File: src/rtl/score_display_scan_pkg.sv
// Shared constants for the score display path: segment codes (active low, gfedcba)
// and the binary-to-BCD conversion state encoding.
package score_display_scan_pkg;

  localparam int unsigned NIBBLE_W = 4;

  localparam logic [6:0] SEG_BLANK = 7'b1111111;
  localparam logic [6:0] SEG_0     = 7'b1000000;
  localparam logic [6:0] SEG_1     = 7'b1111001;
  localparam logic [6:0] SEG_2     = 7'b0100100;
  localparam logic [6:0] SEG_3     = 7'b0110000;
  localparam logic [6:0] SEG_4     = 7'b0011001;
  localparam logic [6:0] SEG_5     = 7'b0010010;
  localparam logic [6:0] SEG_6     = 7'b0000010;
  localparam logic [6:0] SEG_7     = 7'b1111000;
  localparam logic [6:0] SEG_8     = 7'b0000000;
  localparam logic [6:0] SEG_9     = 7'b0010000;

  typedef enum logic [1:0] {
    IDLE,
    LOAD,
    SHIFT,
    DONE
  } conv_state_e;

endpackage

File: src/rtl/score_display_scan_seg7_decode.sv
// BCD digit to active-low seven-segment pattern; non-decimal codes and blank_i give all-off.
module seg7_decode
  import score_display_scan_pkg::*;
(
  input  logic [NIBBLE_W-1:0] bcd_i,
  input  logic                blank_i,
  output logic [6:0]          seg_o
);

  always_comb begin
    seg_o = SEG_BLANK;
    if (!blank_i) begin
      case (bcd_i)
        4'd0:    seg_o = SEG_0;
        4'd1:    seg_o = SEG_1;
        4'd2:    seg_o = SEG_2;
        4'd3:    seg_o = SEG_3;
        4'd4:    seg_o = SEG_4;
        4'd5:    seg_o = SEG_5;
        4'd6:    seg_o = SEG_6;
        4'd7:    seg_o = SEG_7;
        4'd8:    seg_o = SEG_8;
        4'd9:    seg_o = SEG_9;
        default: seg_o = SEG_BLANK;
      endcase
    end
  end

endmodule

File: src/rtl/score_display_scan.sv
// Score display: sequential double-dabble conversion of the score word feeding a
// time-multiplexed common-anode seven-segment display.
module score_display_scan
  import score_display_scan_pkg::*;
#(
  parameter int unsigned SCORE_W     = 6,
  parameter int unsigned DIGITS      = 2,
  parameter int unsigned REFRESH_DIV = 50000,
  parameter bit          BLANK_LZ    = 1'b1
) (
  input  logic               clk,
  input  logic               rst,
  input  logic [SCORE_W-1:0] score,
  output logic [6:0]         seg_n,
  output logic [DIGITS-1:0]  an_n,
  output logic               busy
);

  localparam int unsigned BCD_W  = NIBBLE_W * DIGITS;
  localparam int unsigned WORK_W = BCD_W + SCORE_W;
  localparam int unsigned BIT_W  = $clog2(SCORE_W + 1);
  localparam int unsigned REF_W  = $clog2(REFRESH_DIV);
  localparam int unsigned IDX_W  = (DIGITS > 1) ? $clog2(DIGITS) : 1;

  localparam logic [BIT_W-1:0] BIT_LAST = BIT_W'(SCORE_W - 1);
  localparam logic [REF_W-1:0] REF_LAST = REF_W'(REFRESH_DIV - 1);
  localparam logic [IDX_W-1:0] IDX_LAST = IDX_W'(DIGITS - 1);

  conv_state_e         state_q;
  logic [SCORE_W-1:0]  snap_q;
  logic                snap_vld_q;
  logic [WORK_W-1:0]   work_q, work_d;
  logic [BIT_W-1:0]    bit_q;
  logic [BCD_W-1:0]    dig_q;
  logic                busy_q;

  logic [REF_W-1:0]    ref_q;
  logic [IDX_W-1:0]    idx_q;
  logic [6:0]          seg_q, seg_d;
  logic [DIGITS-1:0]   an_q, an_d;
  logic [DIGITS-1:0]   lz_blank;
  logic                lz_run;
  logic [NIBBLE_W-1:0] sel_nib;
  logic                sel_blank;

  // One double-dabble step: correct every BCD nibble >= 5, then shift left.
  always_comb begin
    work_d = work_q;
    for (int unsigned d = 0; d < DIGITS; d++) begin
      if (work_d[SCORE_W + NIBBLE_W*d +: NIBBLE_W] >= 4'd5)
        work_d[SCORE_W + NIBBLE_W*d +: NIBBLE_W] = work_d[SCORE_W + NIBBLE_W*d +: NIBBLE_W] + 4'd3;
    end
    work_d = work_d << 1;
  end

  always_ff @(posedge clk) begin
    if (rst) begin
      state_q    <= IDLE;
      snap_q     <= '0;
      snap_vld_q <= 1'b0;
      work_q     <= '0;
      bit_q      <= '0;
      dig_q      <= '0;
      busy_q     <= 1'b0;
    end else begin
      case (state_q)
        IDLE: begin
          if (!snap_vld_q || (score != snap_q)) begin
            state_q <= LOAD;
            busy_q  <= 1'b1;
          end
        end
        LOAD: begin
          snap_q     <= score;
          snap_vld_q <= 1'b1;
          work_q     <= WORK_W'(score);
          bit_q      <= '0;
          state_q    <= SHIFT;
        end
        SHIFT: begin
          work_q <= work_d;
          bit_q  <= bit_q + 1'b1;
          if (bit_q == BIT_LAST) state_q <= DONE;
        end
        DONE: begin
          dig_q   <= work_q[WORK_W-1 -: BCD_W];
          busy_q  <= 1'b0;
          state_q <= IDLE;
        end
        default: state_q <= IDLE;
      endcase
    end
  end

  // Blank digit i>0 when it and every higher digit are zero; walk from the top down.
  always_comb begin
    lz_run    = 1'b1;
    lz_blank  = '0;
    an_d      = '1;
    sel_nib   = '0;
    sel_blank = 1'b0;
    for (int unsigned k = 0; k < DIGITS; k++) begin
      lz_run = lz_run && (dig_q[(DIGITS-1-k)*NIBBLE_W +: NIBBLE_W] == '0);
      if (BLANK_LZ && (k != DIGITS - 1) && lz_run) lz_blank[DIGITS-1-k] = 1'b1;
    end
    for (int unsigned i = 0; i < DIGITS; i++) begin
      if (idx_q == IDX_W'(i)) begin
        an_d[i]   = 1'b0;
        sel_nib   = dig_q[i*NIBBLE_W +: NIBBLE_W];
        sel_blank = lz_blank[i];
      end
    end
  end

  seg7_decode u_seg7_decode (
    .bcd_i   (sel_nib),
    .blank_i (sel_blank),
    .seg_o   (seg_d)
  );

  always_ff @(posedge clk) begin
    if (rst) begin
      ref_q <= '0;
      idx_q <= '0;
      seg_q <= SEG_BLANK;
      an_q  <= '1;
    end else begin
      seg_q <= seg_d;
      an_q  <= an_d;
      if (ref_q == REF_LAST) begin
        ref_q <= '0;
        idx_q <= (idx_q == IDX_LAST) ? '0 : idx_q + 1'b1;
      end else begin
        ref_q <= ref_q + 1'b1;
      end
    end
  end

  assign seg_n = seg_q;
  assign an_n  = an_q;
  assign busy  = busy_q;

endmodule
File: config.mk
export PLATFORM = sky130hd
export DESIGN_NAME = score_display_scan
export DESIGN_NICKNAME = d
export VERILOG_FILES = /design/src/rtl/score_display_scan_pkg.sv /design/src/rtl/score_display_scan_seg7_decode.sv /design/src/rtl/score_display_scan.sv
export SDC_FILE = /design/constraint.sdc
export NUM_CORES = 1
export LEC_CHECK = 0
export ABC_AREA = 1
export CAP_MARGIN = 10
export CORE_MARGIN = 1.5
export CORE_UTILIZATION = 50
export DETAILED_ROUTE_END_ITERATION = 12
export HOLD_SLACK_MARGIN = 0.08
export PLACE_DENSITY = 0.69
export SKIP_CTS_REPAIR_TIMING = 1
export SYNTH_ARGS = -nofsm -noshare
export SYNTH_HDL_FRONTEND = slang
export SYNTH_HIERARCHICAL = 1
export SYNTH_SLANG_ARGS = --single-unit
File: constraint.sdc
create_clock -name clk -period 2.1 [get_ports clk]
set_clock_uncertainty 0.15 [all_clocks]
set_input_delay 0.315 -clock clk [delete_from_list [all_inputs] [get_ports clk]]
set_output_delay 0.315 -clock clk [all_outputs]
set_load 0.005 [all_outputs]
# [After elaboration in Yosys (flattened, before gate mapping)]
# Memories as Yosys holds them, arrays and structs flattened. A register that Yosys moved wholly into a read port is not among the register bits.
# Cells that the tools add are included.
[totals] in_bits=8 memories=1 out_inout_bits=10 mem_bits_ro=112 reg_bits=54
[classes] magnitude_cmp=2 n_addsub=5 n_reduce_logical=10 n_eq_ne=8 muxes=15
[mem_list] memory="(name not given)" words=16 word_bits=7 rd=1 rd_ports_with_merged_regs=1 wr=0 line_no="score_display_scan_seg7_decode.sv:13" rtl="case (bcd_i)"
[ops] op="14-bit case mux with 2 select lines" count=1
[ops] op="16-bit by 1-bit adder with 16-bit output, second input constant" count=1
[ops] op="16-bit == test, second input constant" count=1
[ops] op="4-bit by 3-bit >= comparator with 1-bit output, second input constant" count=2
[ops] op="4-bit two-way mux" count=2
[ops] op="2-bit case mux with 4 select lines" count=1
[ops] op="1-bit two-way mux" count=6
[ops] op="6-bit != test" count=1
[ops] op="3-bit case mux with 2 select lines" count=1
[ops] op="4-bit by 2-bit adder with 4-bit output, second input constant" count=1
[ops] op="2-bit == test, second input constant" count=2
[ops] op="4-bit zero test" count=1
[ops] op="2-bit two-way mux" count=2
[ops] op="2-bit != test, second input constant" count=2
[ops] op="2-bit AND reduction" count=2
[ops] op="2-bit nonzero test" count=2
[ops] op="2-bit OR reduction" count=2
[ops] op="3-bit by 1-bit adder with 3-bit output, second input constant" count=1
[ops] op="3-bit by 2-bit adder with 3-bit output, second input constant" count=1
[ops] op="3-bit == test, second input constant" count=1
[ops] op="3-bit two-way mux" count=1
[ops] op="2-bit by 1-bit == test with 1-bit output, second input constant" count=1
[ops] op="2-bit zero test" count=1
[ops] op="1-bit case mux with 2 select lines" count=1
[ops] op="3 further kinds" count=3

# [Depth between registers and ports, before layout]
# Gate-level depths: netlist of run 1.
[logic_depth] depth_word=4 mapped_depth=10

# [Hierarchy]
# The synthesis of run 1 kept the hierarchy.
[by_module_without_submodules] module="score_display_scan" instances=1 cells_per_inst=367 seq_area_each_um2=1221.2 area_per_inst_um2=2776.4
[by_module_without_submodules] module="seg7_decode" instances=1 cells_per_inst=37 seq_area_each_um2=0.0 area_per_inst_um2=203.9

# [Worst setup path after synthesis of run 1]
# No wires, ideal clock.
[synth_timing] kind="register to register" start="register idx_q" end="register seg_q[3], in the netlist seg_n[3]" stages_incl_launch_ff=10 path_slack_ns=0.372 t_required_ns=1.827 t_arrival_ns=1.455 path_buffers=0 setup_time_ns=0.123 path_cell_list="dfxtp_1 -> inv_1 -> nand2_1 -> nand2_1 -> inv_1 -> ha_1 -> nand2_1 -> nand3_1 -> nand2_1 -> or2_2"
[synth_lines] element="start: declaration" line_no="score_display_scan.sv:38" rtl="logic [IDX_W-1:0] idx_q;"
[synth_lines] element="start signal: assignment" line_no="score_display_scan.sv:132" rtl="idx_q <= (idx_q == IDX_LAST) ? '0 : idx_q + 1'b1;"
[synth_lines] element="4-bit two-way mux" line_no="score_display_scan.sv:107" rtl="if (idx_q == IDX_W'(i)) begin"
[synth_lines] element="net sel_nib[1]" line_no="score_display_scan.sv:43" rtl="logic [NIBBLE_W-1:0] sel_nib;"
[synth_lines] element="end: declaration" line_no="score_display_scan.sv:39" rtl="logic [6:0] seg_q, seg_d;"
# The timed path passes the listed nets, and every way through them passes these cells.
# A chain may end at the register's enable or synchronous reset.

# [Worst setup path after layout of run 1]
# Ends and elaborated chain as after synthesis.

==> impl_metrics.tcl, run 1 <==
set metrics [dict create \
    path_delay_family "simple AND/OR/NAND/NOR gates" \
    via_count 2457 \
    cts_tree "done" \
    synth.yosys.warnings 6 \
    final_layout_size_suffix_gt1_frac 0.1049 \
    grt_pass1_vias 2187 \
    worst_ep_required_time_ns 2.16 \
    ys_ff_latch 61 \
    grt_pass1_wl_um 9280 \
    synth_top_area_cell "dfxtp_1" \
    synth_top_family_by_area "simple AND/OR/NAND/NOR gates" \
    min_to "work_q[6]" \
    wl_met1_um 2668 \
    antenna_cells 0 \
    synth_edf_count 0 \
    status "finished, final reports clean" \
    yosys.cell_types.count 34 \
    setup_violations 0 \
    yosysMostFrequentCell "nand2_1" \
    crit_type "register to register" \
    std_cell_rows 27 \
    cp_common_cell "nand2_1" \
    synth-adder-area-share 0.07137 \
    timing.rr.end "seg_n[3]" \
    yosys-top-cells-count "nand2_1 (96), dfxtp_1 (61), inv_1 (52), a21oi_1 (34), nor2_1 (34)" \
    wl_per_cell_um 10.63 \
    areaGrowthSynthToFinish_pct 14.48 \
    synth_flop_cell "dfxtp_1" \
    crit_slowest_cell "dfxtp_1" \
    rr_worst_depth 9 \
    drt_pass1_iterations 4 \
    die_area_sq_mm 0.006433 \
    tightest_slew_ns 0.6165 \
    leakage_nw 1.438 \
    die_h_um 80.21 \
    clk_pin_slew_ns 0.06 \
    fillerInstances 509 \
    met3_length_um 177 \
    dp_hpwl_um 3847 \
    synth-simple-area-share 0.2842 \
    grt_max_degree 24 \
    htree_num_levels 3 \
    fmax_ghz 0.5290 \
    crit_arrival_ns 1.95 \
    viasPerCell 4.904 \
    period_needed_ns 1.890 \
    hp-class "register to register" \
    synth-xor-area-share 0.01469 \
    synth_area_sq_mm 0.002980 \
    hold_path_depth 2 \
    wl_um 5325 \
    drtIter0Drc 95 \
    drc 0 \
    die_w_um 80.21 \
    top_layer_used "met4" \
    clockBufferDepth 2 \
    pwr_density_cell_mw_per_mm2 1050 \
    peakVddDrop_mv 0.9803 \
    nets 451 \
    track_usage 0.1846 \
    slew_viol_final 0 \
    holdCritStartpoint "work_q[5]" \
    endpoint_kind "register" \
    antenna_found_initial 0 \
    slowest_delay_ns 0.36 \
    clkLatencyLatePin_ns 0.33 \
    muxShareOfSynthArea 0 \
    path_cells "inv_1 -> nand2_1 -> nand2_1 -> inv_1 -> ha_1 -> nand2_1 -> nand3_1 -> nand2_1 -> or2_2" \
    grt_overflow_total 0 \
    root_buffer "clkbuf_8" \
    hold_violations 0 \
    async_flop_share 0 \
    coreArea_sq_mm 0.005642 \
    io_pins 18 \
    antenna_left 0 \
    syn-instance-count 404 \
    floorplan.initialDensity 0.5283 \
    slew_headroom 0.5852 \
    finalCritPeriodShare 0.9001 \
    syn_nets 429 \
    ys_top_cells_by_area "dfxtp_1 (41%), nand2_1 (12%), ha_1 (7.1%), inv_1 (6.5%), a21oi_1 (5.7%)" \
    routabilityCongestion 0.8222 \
    worst_setup_path_start_kind "register" \
    crit_buf_inv 2 \
    cts_buffers 9 \
    synth_seq_area_share 0.4097 \
    rsz0062_at_grt "no" \
    cp_max_fo 7 \
    met2_wirelength_um 2455 \
    holdWs_ns 0.3063 \
    max_cap_violations 0 \
    io_buffers 17 \
    synth_top_area_share 0.4097 \
    reg2reg_setup_slack_ns 0.21 \
    tns_ns 0 \
    synth_compound_area_frac 0.1289 \
    r2r_start "idx_q" \
    syn_area_per_cell_sq_um 7.377 \
    clock-sinks 61 \
]
## logic make-up after synthesis
family | after synthesis
AND/OR/NAND/NOR | 187
XOR/XNOR | 5
adder cells (fa/ha/maj) | 17
AO/OA/AOI/OAI | 67
flip-flops | 61
buffers and inverters | 67
## area by class of cell
cell class	count	area, sq um	area share
clock buffer	13	168.9	0.04950
clock inverter	1	30.03	0.008801
inverter	57	214.0	0.06271
multi-input combinational	276	1488	0.4360
sequential	61	1221	0.3579
tap	72	90.09	0.02640
timing repair buffer	21	200.2	0.05867
## report_power, final
group	internal, mW	leakage, nW	switching (mW)	total (mW)
Combinational	0.443	0.838	0.620	1.06
Sequential	1.36	0.498	0.117	1.48
Clock	0.633	0.102	0.409	1.04
Total	2.44	1.44	1.15	3.58
## worst reg2reg max path: stages, from the launching register on
cell and delay, ns:
dfxtp_1 0.36, inv_1 0.17, nand2_1 0.07, nand2_1 0.15, inv_1 0.10, ha_1 0.28, nand2_1 0.06, nand3_1 0.11
nand2_1 0.05, or2_2 0.27
## stage by stage
stage                     worst slack, ns    util  instances  instance area, sq um  power, mW
after floorplan                    0.3720       -        404                  2980      2.295
after global placement             0.2863  0.5695        487                  3213      2.528
after detailed placement           0.2034  0.5695        487                  3213      2.558
after CTS                          0.1920  0.6048        501                  3412      3.617
after global routing              0.05370  0.6048        501                  3412      3.847
final                              0.2097  0.6048        501                  3412      3.582
## sequential cells by signal (all words and copies together) (netlist names), 2 cells and up
| signal | cells |
|---|---|
| seg_n | 7 |
| ref_q | 16 |
| an_n | 2 |
| dig_q | 8 |
| bit_q | 3 |
| state_q | 2 |
| work_q | 14 |
| snap_q | 6 |
## layer usage
layer  vias to the layer above  global-route usage
li1                       1335                   -
met1                      1081              0.2228
met2                        39              0.3092
met3                         2             0.06477
met4                         0             0.05172
met5                         -                   0
## cells in the final DEF (no fill, tap or decap), types with 3 or more instances in the layout
cell type	instances
dfxtp_1	61
nor3_1	4
or2_2	7
buf_4	4
o21ai_0	22
inv_1	52
nand4_1	4
ha_1	17
o211ai_2	3
nand2_1	96
nor2_1	34
inv_2	5
nand3_1	25
clkbuf_8	12
xor2_1	5
nor2_2	5
a21oi_1	34
clkdlybuf4s50_1	17
## worst max-delay path by stage
stage / startpoint / endpoint / slack (ns) / depth (start not counted)
finish: idx_q / seg_n[3] / 0.21 / 9
global route: idx_q / seg_n[3] / 0.05 / 9
CTS: idx_q / seg_n[3] / 0.19 / 9
detailed placement: idx_q / seg_n[3] / 0.20 / 9
global placement: score[4] / state_q[0] / 0.29 / 8
floorplan: idx_q / seg_n[3] / 0.37 / 9
Note: power is estimated with default switching activity, not from simulation.
==> run 2: changes to the inputs <==
==> constraint.sdc (replaced) <==
create_clock -name clk -period 2.1 [get_ports clk]
set_clock_uncertainty 0.15 [all_clocks]
set_input_delay 0.42 -clock clk [delete_from_list [all_inputs] [get_ports clk]]
set_output_delay 0.42 -clock clk [all_outputs]
set_load 0.005 [all_outputs]
==> run 2 against run 1 <==
Via count increased by 0.73%. Global-route usage grew 0.47 points. Combinational power is 4% higher. Total power shrank 3.9%. Worst hold slack got worse by 0.0074 ns.
==> impl_metrics.tcl, run 2 (synthesized netlist as in run 1, its figures left out) <==
set metrics [dict create \
    status "finished, final reports clean" \
    clkLatencyLatePin_ns 0.34 \
    via_count 2475 \
    cts_tree "done" \
    cp_common_cell "nand2_1" \
    fmax_ghz 0.5338 \
    place_inst 488 \
    largest_reg_flops 16 \
    die_area_sq_mm 0.006433 \
    crit_slowest_cell "dfxtp_1" \
    tightest_slew_ns 0.6318 \
    path_cells "inv_1 -> nand2_1 -> nand2_1 -> inv_1 -> ha_1 -> nand2_1 -> nand3_1 -> nand2_1 -> or2_2" \
    antenna_found_initial 0 \
    grt_max_degree 23 \
    tns_ns 0 \
    layout_common_cells "nand2_1 (96), dfxtp_1 (61), inv_1 (52)" \
    worst_setup_path_start_kind "register" \
    top_layer_used "met4" \
    hp-class "register to register" \
    layout.cells.non_filler 504 \
    pwr-share-comb 0.320 \
    period_needed_ns 1.873 \
    seqPwrFrac 0.428 \
    wl_um 5438 \
    power_switching_mw 1.201 \
    slew_viol_final 0 \
    wl_per_cell_um 10.79 \
    met3_length_um 139 \
    finalInstanceArea_sq_mm 0.003392 \
    clock-sinks 61 \
    cp_max_fo 7 \
    largestRegisters "ref_q (16), work_q (14), dig_q (8)" \
    p_clk_frac 0.252 \
    grt_pass1_wl_um 9459 \
    placed_area_sq_mm 0.003233 \
    layout_commonest_cell "nand2_1" \
    peakVddDrop_mv 0.6345 \
    setup_violations 0 \
    met2_wirelength_um 2451 \
    areaGrowthSynthToFinish_pct 13.81 \
    clockBufferDepth 2 \
    viasPerCell 4.911 \
    internal_power_mw 2.242 \
    track_usage 0.1892 \
    drc 0 \
    leakage_nw 1.428 \
    pwr_density_cell_mw_per_mm2 1015 \
    worst_ep_required_time_ns 2.17 \
    clk_pin_slew_ns 0.07 \
    max_cap_violations 0 \
    endpoint_kind "register" \
    grt_pass1_vias 2246 \
    slowest_delay_ns 0.36 \
    grt_overflow_total 0 \
    die_w_um 80.21 \
    io_pins 18 \
    swShare 0.3488 \
    slew_headroom 0.5749 \
    fillerInstances 535 \
    wl_met1_um 2741 \
    rsz0062_at_grt "no" \
    hold_violations 0 \
    finalCritPeriodShare 0.8920 \
    std_cell_rows 27 \
    drtIter0Drc 99 \
    crit_type "register to register" \
    cts_buffers 9 \
    final_layout_size_suffix_gt1_frac 0.1088 \
    p_total_mw 3.443 \
    die_h_um 80.21 \
    drt_pass1_iterations 4 \
    nets 452 \
    floorplan.initialDensity 0.5283 \
    reg2reg_setup_slack_ns 0.23 \
    largest-register "ref_q" \
    antenna_cells 0 \
    routabilityCongestion 0.8218 \
    io_buffers 17 \
    holdWs_ns 0.2988 \
    root_buffer "clkbuf_8" \
    htree_num_levels 3 \
    crit_arrival_ns 1.95 \
    dp_hpwl_um 3798 \
    coreArea_sq_mm 0.005642 \
    antenna_left 0 \
]
-- run 2: final timing paths --
kind | startpoint | end | cells past startpoint
min reg2reg | ref_q[0] | ref_q[0] | 1
max reg2reg | idx_q | seg_n[3] | 9
min | ref_q[0] | ref_q[0] | 1
max | idx_q | seg_n[3] | 9
-- run 2: through the flow --
step / setup slack, ns / util
5_1_grt: 0.04981 / 0.6012
3_3_place_gp: 0.2313 / 0.5731
6_report: 0.2268 / 0.6012
4_1_cts: 0.2167 / 0.6012
2_1_floorplan: 0.3720 / -
3_5_place_dp: 0.1861 / 0.5731
-- run 2: layout make-up --
type | count | area (sq um) | share of cell area
flip-flops and latches | 61 | 1221 | 0.3600
multi-input cells | 276 | 1488 | 0.4386
clock buffers | 11 | 131.4 | 0.03873
repair buffers | 22 | 220.2 | 0.06492
well taps | 72 | 90.09 | 0.02656
clock inverters | 5 | 27.53 | 0.008115
inverters | 57 | 214.0 | 0.06308
-- run 2: worst max-delay path, delay by kind of cell, from the launching register on --
kind                     cells  cell delay (ns)
adder cells (fa/ha/maj)      1             0.28
buffers and inverters        2             0.27
flip-flops                   1             0.36
AND/OR/NAND/NOR              6             0.70
-- run 2: metal layers --
metal	track usage	vias up
met2	0.3092	32
met1	0.2299	1097
met4	0.1034	0
met5	0	-
met3	0.04091	12
li1	-	1334
-- run 2: power groups by stage --
stage / Clock (mW) / Combinational [mW] / Sequential [mW]
2_1_floorplan: 0 / 0.820 / 1.48
5_1_grt: 0.948 / 1.26 / 1.50
3_5_place_dp: 0 / 1.10 / 1.50
4_1_cts: 0.894 / 1.12 / 1.47
3_3_place_gp: 0 / 1.08 / 1.49
6_report: 0.867 / 1.10 / 1.47
